==> config.mk <==
export PLATFORM = sky130hd
export DESIGN_NAME = debug_probe_bank
export DESIGN_NICKNAME = d
export VERILOG_FILES = /design/src/rtl/debug_probe_bank.sv
export SDC_FILE = /design/constraint.sdc
export NUM_CORES = 1
export LEC_CHECK = 0
export ABC_AREA = 1
export CORE_MARGIN = 3
export CORE_UTILIZATION = 54
export DETAILED_ROUTE_END_ITERATION = 10
export GPL_ROUTABILITY_DRIVEN = 0
export PLACE_DENSITY = 0.86
export SLEW_MARGIN = 20
export SYNTH_ARGS = -nofsm -noshare
export SYNTH_HDL_FRONTEND = slang
export SYNTH_SLANG_ARGS = --single-unit
==> constraint.sdc <==
create_clock -name sys_clk -period 2.8 [get_ports sys_clk]
set_input_delay 0.84 -clock sys_clk [delete_from_list [all_inputs] [get_ports sys_clk]]
set_output_delay 0.84 -clock sys_clk [all_outputs]
set_load 0.02 [all_outputs]
==> src/rtl/debug_probe_bank.sv <==
// Debug probe bank: samples CH_NUM signed probes and pages them onto PAGE_SIZE sign-extended fields.
// Optional DEBUG_PROBE_MINMAX_EN adds per-channel min/max trackers, clear handling and the LIVE/MIN/MAX mode FSM.
module debug_probe_bank #(
    parameter  int CH_NUM    = 8,
    parameter  int IN_WIDTH  = 17,
    parameter  int SEQ_LEN   = 20,
    parameter  int PAGE_SIZE = 6,
    localparam int NPAGES    = (CH_NUM + PAGE_SIZE - 1) / PAGE_SIZE,
    localparam int PW        = $clog2(NPAGES) + 1
) (
    input  logic                         sys_clk,
    input  logic                         sys_rst_n,
    input  logic                         sample_tick,
    input  logic [CH_NUM*IN_WIDTH-1:0]   probe_in,
    input  logic                         freeze_btn,
    input  logic                         page_btn,
    input  logic                         mode_btn,
    input  logic                         clear,
    output logic [PAGE_SIZE*SEQ_LEN-1:0] bcd_seq,
    output logic [PW-1:0]                page_idx,
    output logic [1:0]                   mode,
    output logic                         frozen
);

    localparam logic [1:0] MODE_LIVE = 2'd0;
    localparam logic [1:0] MODE_MIN  = 2'd1;
    localparam logic [1:0] MODE_MAX  = 2'd2;

    genvar gi;

    logic                         r_armed;
    logic                         r_freeze_d;
    logic                         r_page_d;
    logic                         r_frozen;
    logic [PW-1:0]                r_page;
    logic signed [IN_WIDTH-1:0]   r_cap [CH_NUM];
    logic [PAGE_SIZE*SEQ_LEN-1:0] r_bcd;
    logic [PAGE_SIZE*SEQ_LEN-1:0] w_bcd_next;
    logic signed [IN_WIDTH-1:0]   w_smp [CH_NUM];
    logic                         w_freeze_edge;
    logic                         w_page_edge;
    logic                         w_accept;
    logic [1:0]                   w_mode;

    // r_armed masks the first clock after reset so a button already held high is not seen as an edge.
    assign w_freeze_edge = r_armed & freeze_btn & ~r_freeze_d;
    assign w_page_edge   = r_armed & page_btn   & ~r_page_d;
    assign w_accept      = sample_tick & ~r_frozen;

    generate
        for (gi = 0; gi < CH_NUM; gi++) begin : g_smp
            assign w_smp[gi] = probe_in[gi*IN_WIDTH +: IN_WIDTH];
        end
    endgenerate

    always_ff @(posedge sys_clk or negedge sys_rst_n) begin
        if (!sys_rst_n) begin
            r_armed    <= 1'b0;
            r_freeze_d <= 1'b0;
            r_page_d   <= 1'b0;
            r_frozen   <= 1'b0;
            r_page     <= '0;
            r_bcd      <= '0;
            for (int c = 0; c < CH_NUM; c++) r_cap[c] <= '0;
        end else begin
            r_armed    <= 1'b1;
            r_freeze_d <= freeze_btn;
            r_page_d   <= page_btn;
            r_bcd      <= w_bcd_next;
            if (w_freeze_edge) r_frozen <= ~r_frozen;
            if (w_page_edge) r_page <= (r_page == PW'(NPAGES - 1)) ? '0 : r_page + 1'b1;
            for (int c = 0; c < CH_NUM; c++)
                if (w_accept) r_cap[c] <= w_smp[c];
        end
    end

`ifdef DEBUG_PROBE_MINMAX_EN
    logic                       r_mode_d;
    logic                       r_first;
    logic                       r_clr_pend;
    logic [1:0]                 r_mode;
    logic [1:0]                 w_mode_next;
    logic                       w_mode_edge;
    logic                       w_reload;
    logic signed [IN_WIDTH-1:0] r_min [CH_NUM];
    logic signed [IN_WIDTH-1:0] r_max [CH_NUM];

    assign w_mode_edge = r_armed & mode_btn & ~r_mode_d;
    // A clear seen in the same cycle as an accepted sample also forces a reload.
    assign w_reload    = r_first | r_clr_pend | clear;

    always_ff @(posedge sys_clk or negedge sys_rst_n) begin
        if (!sys_rst_n) begin
            r_mode_d   <= 1'b0;
            r_first    <= 1'b1;
            r_clr_pend <= 1'b0;
            for (int c = 0; c < CH_NUM; c++) begin
                r_min[c] <= '0;
                r_max[c] <= '0;
            end
        end else begin
            r_mode_d <= mode_btn;
            if (w_accept) begin
                r_first    <= 1'b0;
                r_clr_pend <= 1'b0;
            end else if (clear) begin
                r_clr_pend <= 1'b1;
            end
            for (int c = 0; c < CH_NUM; c++) begin
                if (w_accept && (w_reload || w_smp[c] < r_min[c])) r_min[c] <= w_smp[c];
                if (w_accept && (w_reload || w_smp[c] > r_max[c])) r_max[c] <= w_smp[c];
            end
        end
    end

    always_ff @(posedge sys_clk or negedge sys_rst_n) begin
        if (!sys_rst_n) r_mode <= MODE_LIVE;
        else            r_mode <= w_mode_next;
    end

    always_comb begin
        w_mode_next = r_mode;
        if (w_mode_edge) begin
            case (r_mode)
                MODE_LIVE: w_mode_next = MODE_MIN;
                MODE_MIN:  w_mode_next = MODE_MAX;
                default:   w_mode_next = MODE_LIVE;
            endcase
        end
    end

    always_comb begin
        case (r_mode)
            MODE_MIN: w_mode = MODE_MIN;
            MODE_MAX: w_mode = MODE_MAX;
            default:  w_mode = MODE_LIVE;
        endcase
    end
`else
    logic w_unused_ok;
    assign w_unused_ok = &{1'b0, mode_btn, clear};
    assign w_mode      = MODE_LIVE;
`endif

    // Slots past the last channel stay zero because no channel index matches them.
    generate
        for (gi = 0; gi < PAGE_SIZE; gi++) begin : g_slot
            logic signed [IN_WIDTH-1:0] w_sel;
            always_comb begin
                w_sel = '0;
                for (int c = 0; c < CH_NUM; c++) begin
                    if (int'(r_page) * PAGE_SIZE + gi == c) begin
`ifdef DEBUG_PROBE_MINMAX_EN
                        case (w_mode)
                            MODE_MIN: w_sel = r_min[c];
                            MODE_MAX: w_sel = r_max[c];
                            default:  w_sel = r_cap[c];
                        endcase
`else
                        w_sel = r_cap[c];
`endif
                    end
                end
            end
            assign w_bcd_next[gi*SEQ_LEN +: SEQ_LEN] = SEQ_LEN'(w_sel);
        end
    endgenerate

    assign bcd_seq  = r_bcd;
    assign page_idx = r_page;
    assign mode     = w_mode;
    assign frozen   = r_frozen;

endmodule

==> flow_metrics.env <==
export IMPL_whs_ns=0.253
export IMPL_synth_edf_count=0
export IMPL_synth_seq_cells=244
export IMPL_power_leakage_nw=7.45
export IMPL_start_kind="flop"
export IMPL_clk_latency_ns=0.53
export IMPL_r2r_start="page_idx[0]"
export IMPL_die_w_um=152
export IMPL_numPortBuffers=263
export IMPL_cts_sinks=244
export IMPL_synth_top_cells_by_area="dfrtp_1, nand2_1, mux2_2"
export IMPL_vias=10300
export IMPL_syn_to_final_growth_pct=32.3
export IMPL_synth_async_reset_ratio_pct=100
export IMPL_yosys_top_cells_count="nand2_1, dfrtp_1, nand3_1, mux2_2, nor2_1"
export IMPL_syn_cell_area_um2=11500
export IMPL_critical_path_max_stage_delay_ns=0.62
export IMPL_cap_viol_max_count=0
export IMPL_drt_iter0_markers=880
export IMPL_wl_um=35200
export IMPL_grt_setup_unrepaired="no"
export IMPL_hold_violations=0
export IMPL_synth_most_common_cell="nand2_1"
export IMPL_cts_buffers=26
export IMPL_crit_fanout=34
export IMPL_slew_headroom_pct=43.5
export IMPL_n_fill_cell=1408
export IMPL_tns_ns=0
export IMPL_rows=52
export IMPL_clock_path_buffers=3
export IMPL_syn_inst=1306
export IMPL_fin_util_pct=74.1
export IMPL_tightest_slew_ns=0.848
export IMPL_synth_top_area_cell="dfrtp_1"
export IMPL_drc=0
export IMPL_cts_root_buf="clkbuf_16"
export IMPL_maxSlewViolCount=0
export IMPL_cp_arrival_ns=3.01
export IMPL_ant_nets=0
export IMPL_pin_count=268
export IMPL_htreeDepth=1
export IMPL_dp_cells=1768
export IMPL_cp_end_kind="flop"
export IMPL_synth_cell_types=21
export IMPL_nNetsFinal=1676
export IMPL_first_pass_iters=6
export IMPL_fin_crit_ns=2.55
export IMPL_syn_area_per_cell_um2=8.84
export IMPL_antenna_found_initial=1
export IMPL_critPathSlowestCell="inv_2"
export IMPL_worst_path_most_repeated_cell="nand2_1"
export IMPL_grt_max_degree=69
export IMPL_dpl_cell_area_um2=14300
export IMPL_die_h_um=152
export IMPL_path_class="reg -> reg"
export IMPL_cts_hold_buffers=0
export IMPL_critical_path_startpoint="page_idx[0]"
export IMPL_setup_violations_final=0
export IMPL_die_area_um2=23200
export IMPL_drive_above_1_share_pct=12.7
export IMPL_ctsResizeCount=0
export IMPL_status="completed"
export IMPL_hold_path_class="in -> async"
export IMPL_grt_pass1_wl_um=55800
export IMPL_synth_ff_type="dfrtp_1"
export IMPL_power_density_nw_per_um2=1170
export IMPL_clk_pin_slew_ns=0.06
export IMPL_final_area_um2=15300
export IMPL_post_dp_hpwl_um=22400
export IMPL_fin_cells=1817
export IMPL_vdd_drop_max_mv=0.689
export IMPL_cp_required_ns=3.26
export IMPL_max_freq_mhz=392
export IMPL_netlist_area_leader_share_pct=52.9
export IMPL_grt_ovfl_total=0
export IMPL_yosysWarnings=0
export IMPL_path_cells="inv_1, ha_2, nand2_1, inv_2, nand2_2, inv_2, nand2_1, nand2_1"
export IMPL_coreArea_um2=20600
export IMPL_skew_ns=0.00839
export IMPL_fin_crit_sh_pct=91.1
export IMPL_routedWlPerCell_um=19.4
export IMPL_ys_seq_area_share_pct=52.9
export IMPL_vias_per_cell=5.65
export IMPL_grt_pass1_vias=10500
export IMPL_post_cts_buffers=0
export IMPL_initial_core_util_pct=56.0
export IMPL_cts_tree="yes"
export IMPL_grt_usage_pct=29.7
## path summary, 6_finish.rpt
path	to	slack [ns]	cells after the start
worst min register to register	bcd_seq[73]	0.51	2
worst max register to register	bcd_seq[99]	0.25	8
worst min-delay path	bcd_seq[14]	0.25	1
max in group asynchronous	bcd_seq[25]	1.70	2
min in group sys_clk	bcd_seq[73]	0.51	2
worst max-delay path	bcd_seq[99]	0.25	8
## through the flow
step,setup WS (ns),power (W)
global placement,0.366,0.0137
detailed placement,0.326,0.0140
CTS,0.263,0.0178
floorplan,0.976,0.0109
global route,0.101,0.0188
finish,0.249,0.0178
## critical path, delay by kind of cell, from the launching register on
kind / cells / cell delay, ns
adder cells (fa/ha/maj): 1 / 0.48
flip-flops: 1 / 0.44
AND/OR/NAND/NOR: 4 / 0.50
buffers and inverters: 3 / 1.03
## metal layers
layer	up-vias	GRT usage (%)	share of wire [%]
met5	-	0	0
met4	0	14.0	4.5
met3	139	5.23	9.0
met2	593	50.6	50
met1	4933	37.1	37
li1	4601	-	-
## area by class of cell
class                      count  area [um2]  area share, %
clock inverter                12         176           1.15
antenna                        1        2.50         0.0164
tap                          270         338           2.21
multi-input combinational    881        4610           30.2
sequential                   244        6110           40.0
inverter                      78         293           1.92
timing repair buffer         295        2990           19.6
clock buffer                  36         759           4.97
## registers in the layout, indices dropped and copies added (netlist names)
register	cells
r_freeze_d	1
r_cap	136
bcd_seq	102
frozen	1
r_page_d	1
page_idx	2
r_armed	1
## cell families (layout without fill, tap and decap cells)
| kind of cell | Yosys count | in the layout | share of synthesized area (%) |
|---|---|---|---|
| AO/OA/AOI/OAI | 70 | 70 | 3.77 |
| buffers and inverters | 182 | 421 | 7.40 |
| XOR/XNOR | 1 | 1 | 0.0759 |
| multiplexers | 102 | 102 | 9.95 |
| other | 2 | 4 | 0.0650 |
| flip-flops | 244 | 244 | 52.9 |
| AND/OR/NAND/NOR | 698 | 698 | 25.1 |
| adder cells (fa/ha/maj) | 7 | 7 | 0.759 |
## placed cells by master, fill, tap and decap left out, types with 3 or more instances in the layout
master	instances
clkdlybuf4s50_1	262
inv_2	5
nor2_1	71
a21oi_1	34
conb_1	3
clkinv_2	5
mux2_2	102
buf_4	23
nand2_2	6
nand2_1	448
nand4_1	34
clkbuf_16	27
clkbuf_1	4
bufinv_16	4
clkbuf_8	5
clkinv_1	9
dfrtp_1	244
ha_1	4
ha_2	3
o21bai_1	34
buf_12	9
nand3_1	136
inv_1	64
## where the power goes
part,leakage (nW),internal [W],switching [W]
Combinational,4.09,0.00344,0.00431
Clock,0.457,0.00227,0.00143
Sequential,2.90,0.00524,0.00115
Power figures use the tool's default switching activity.
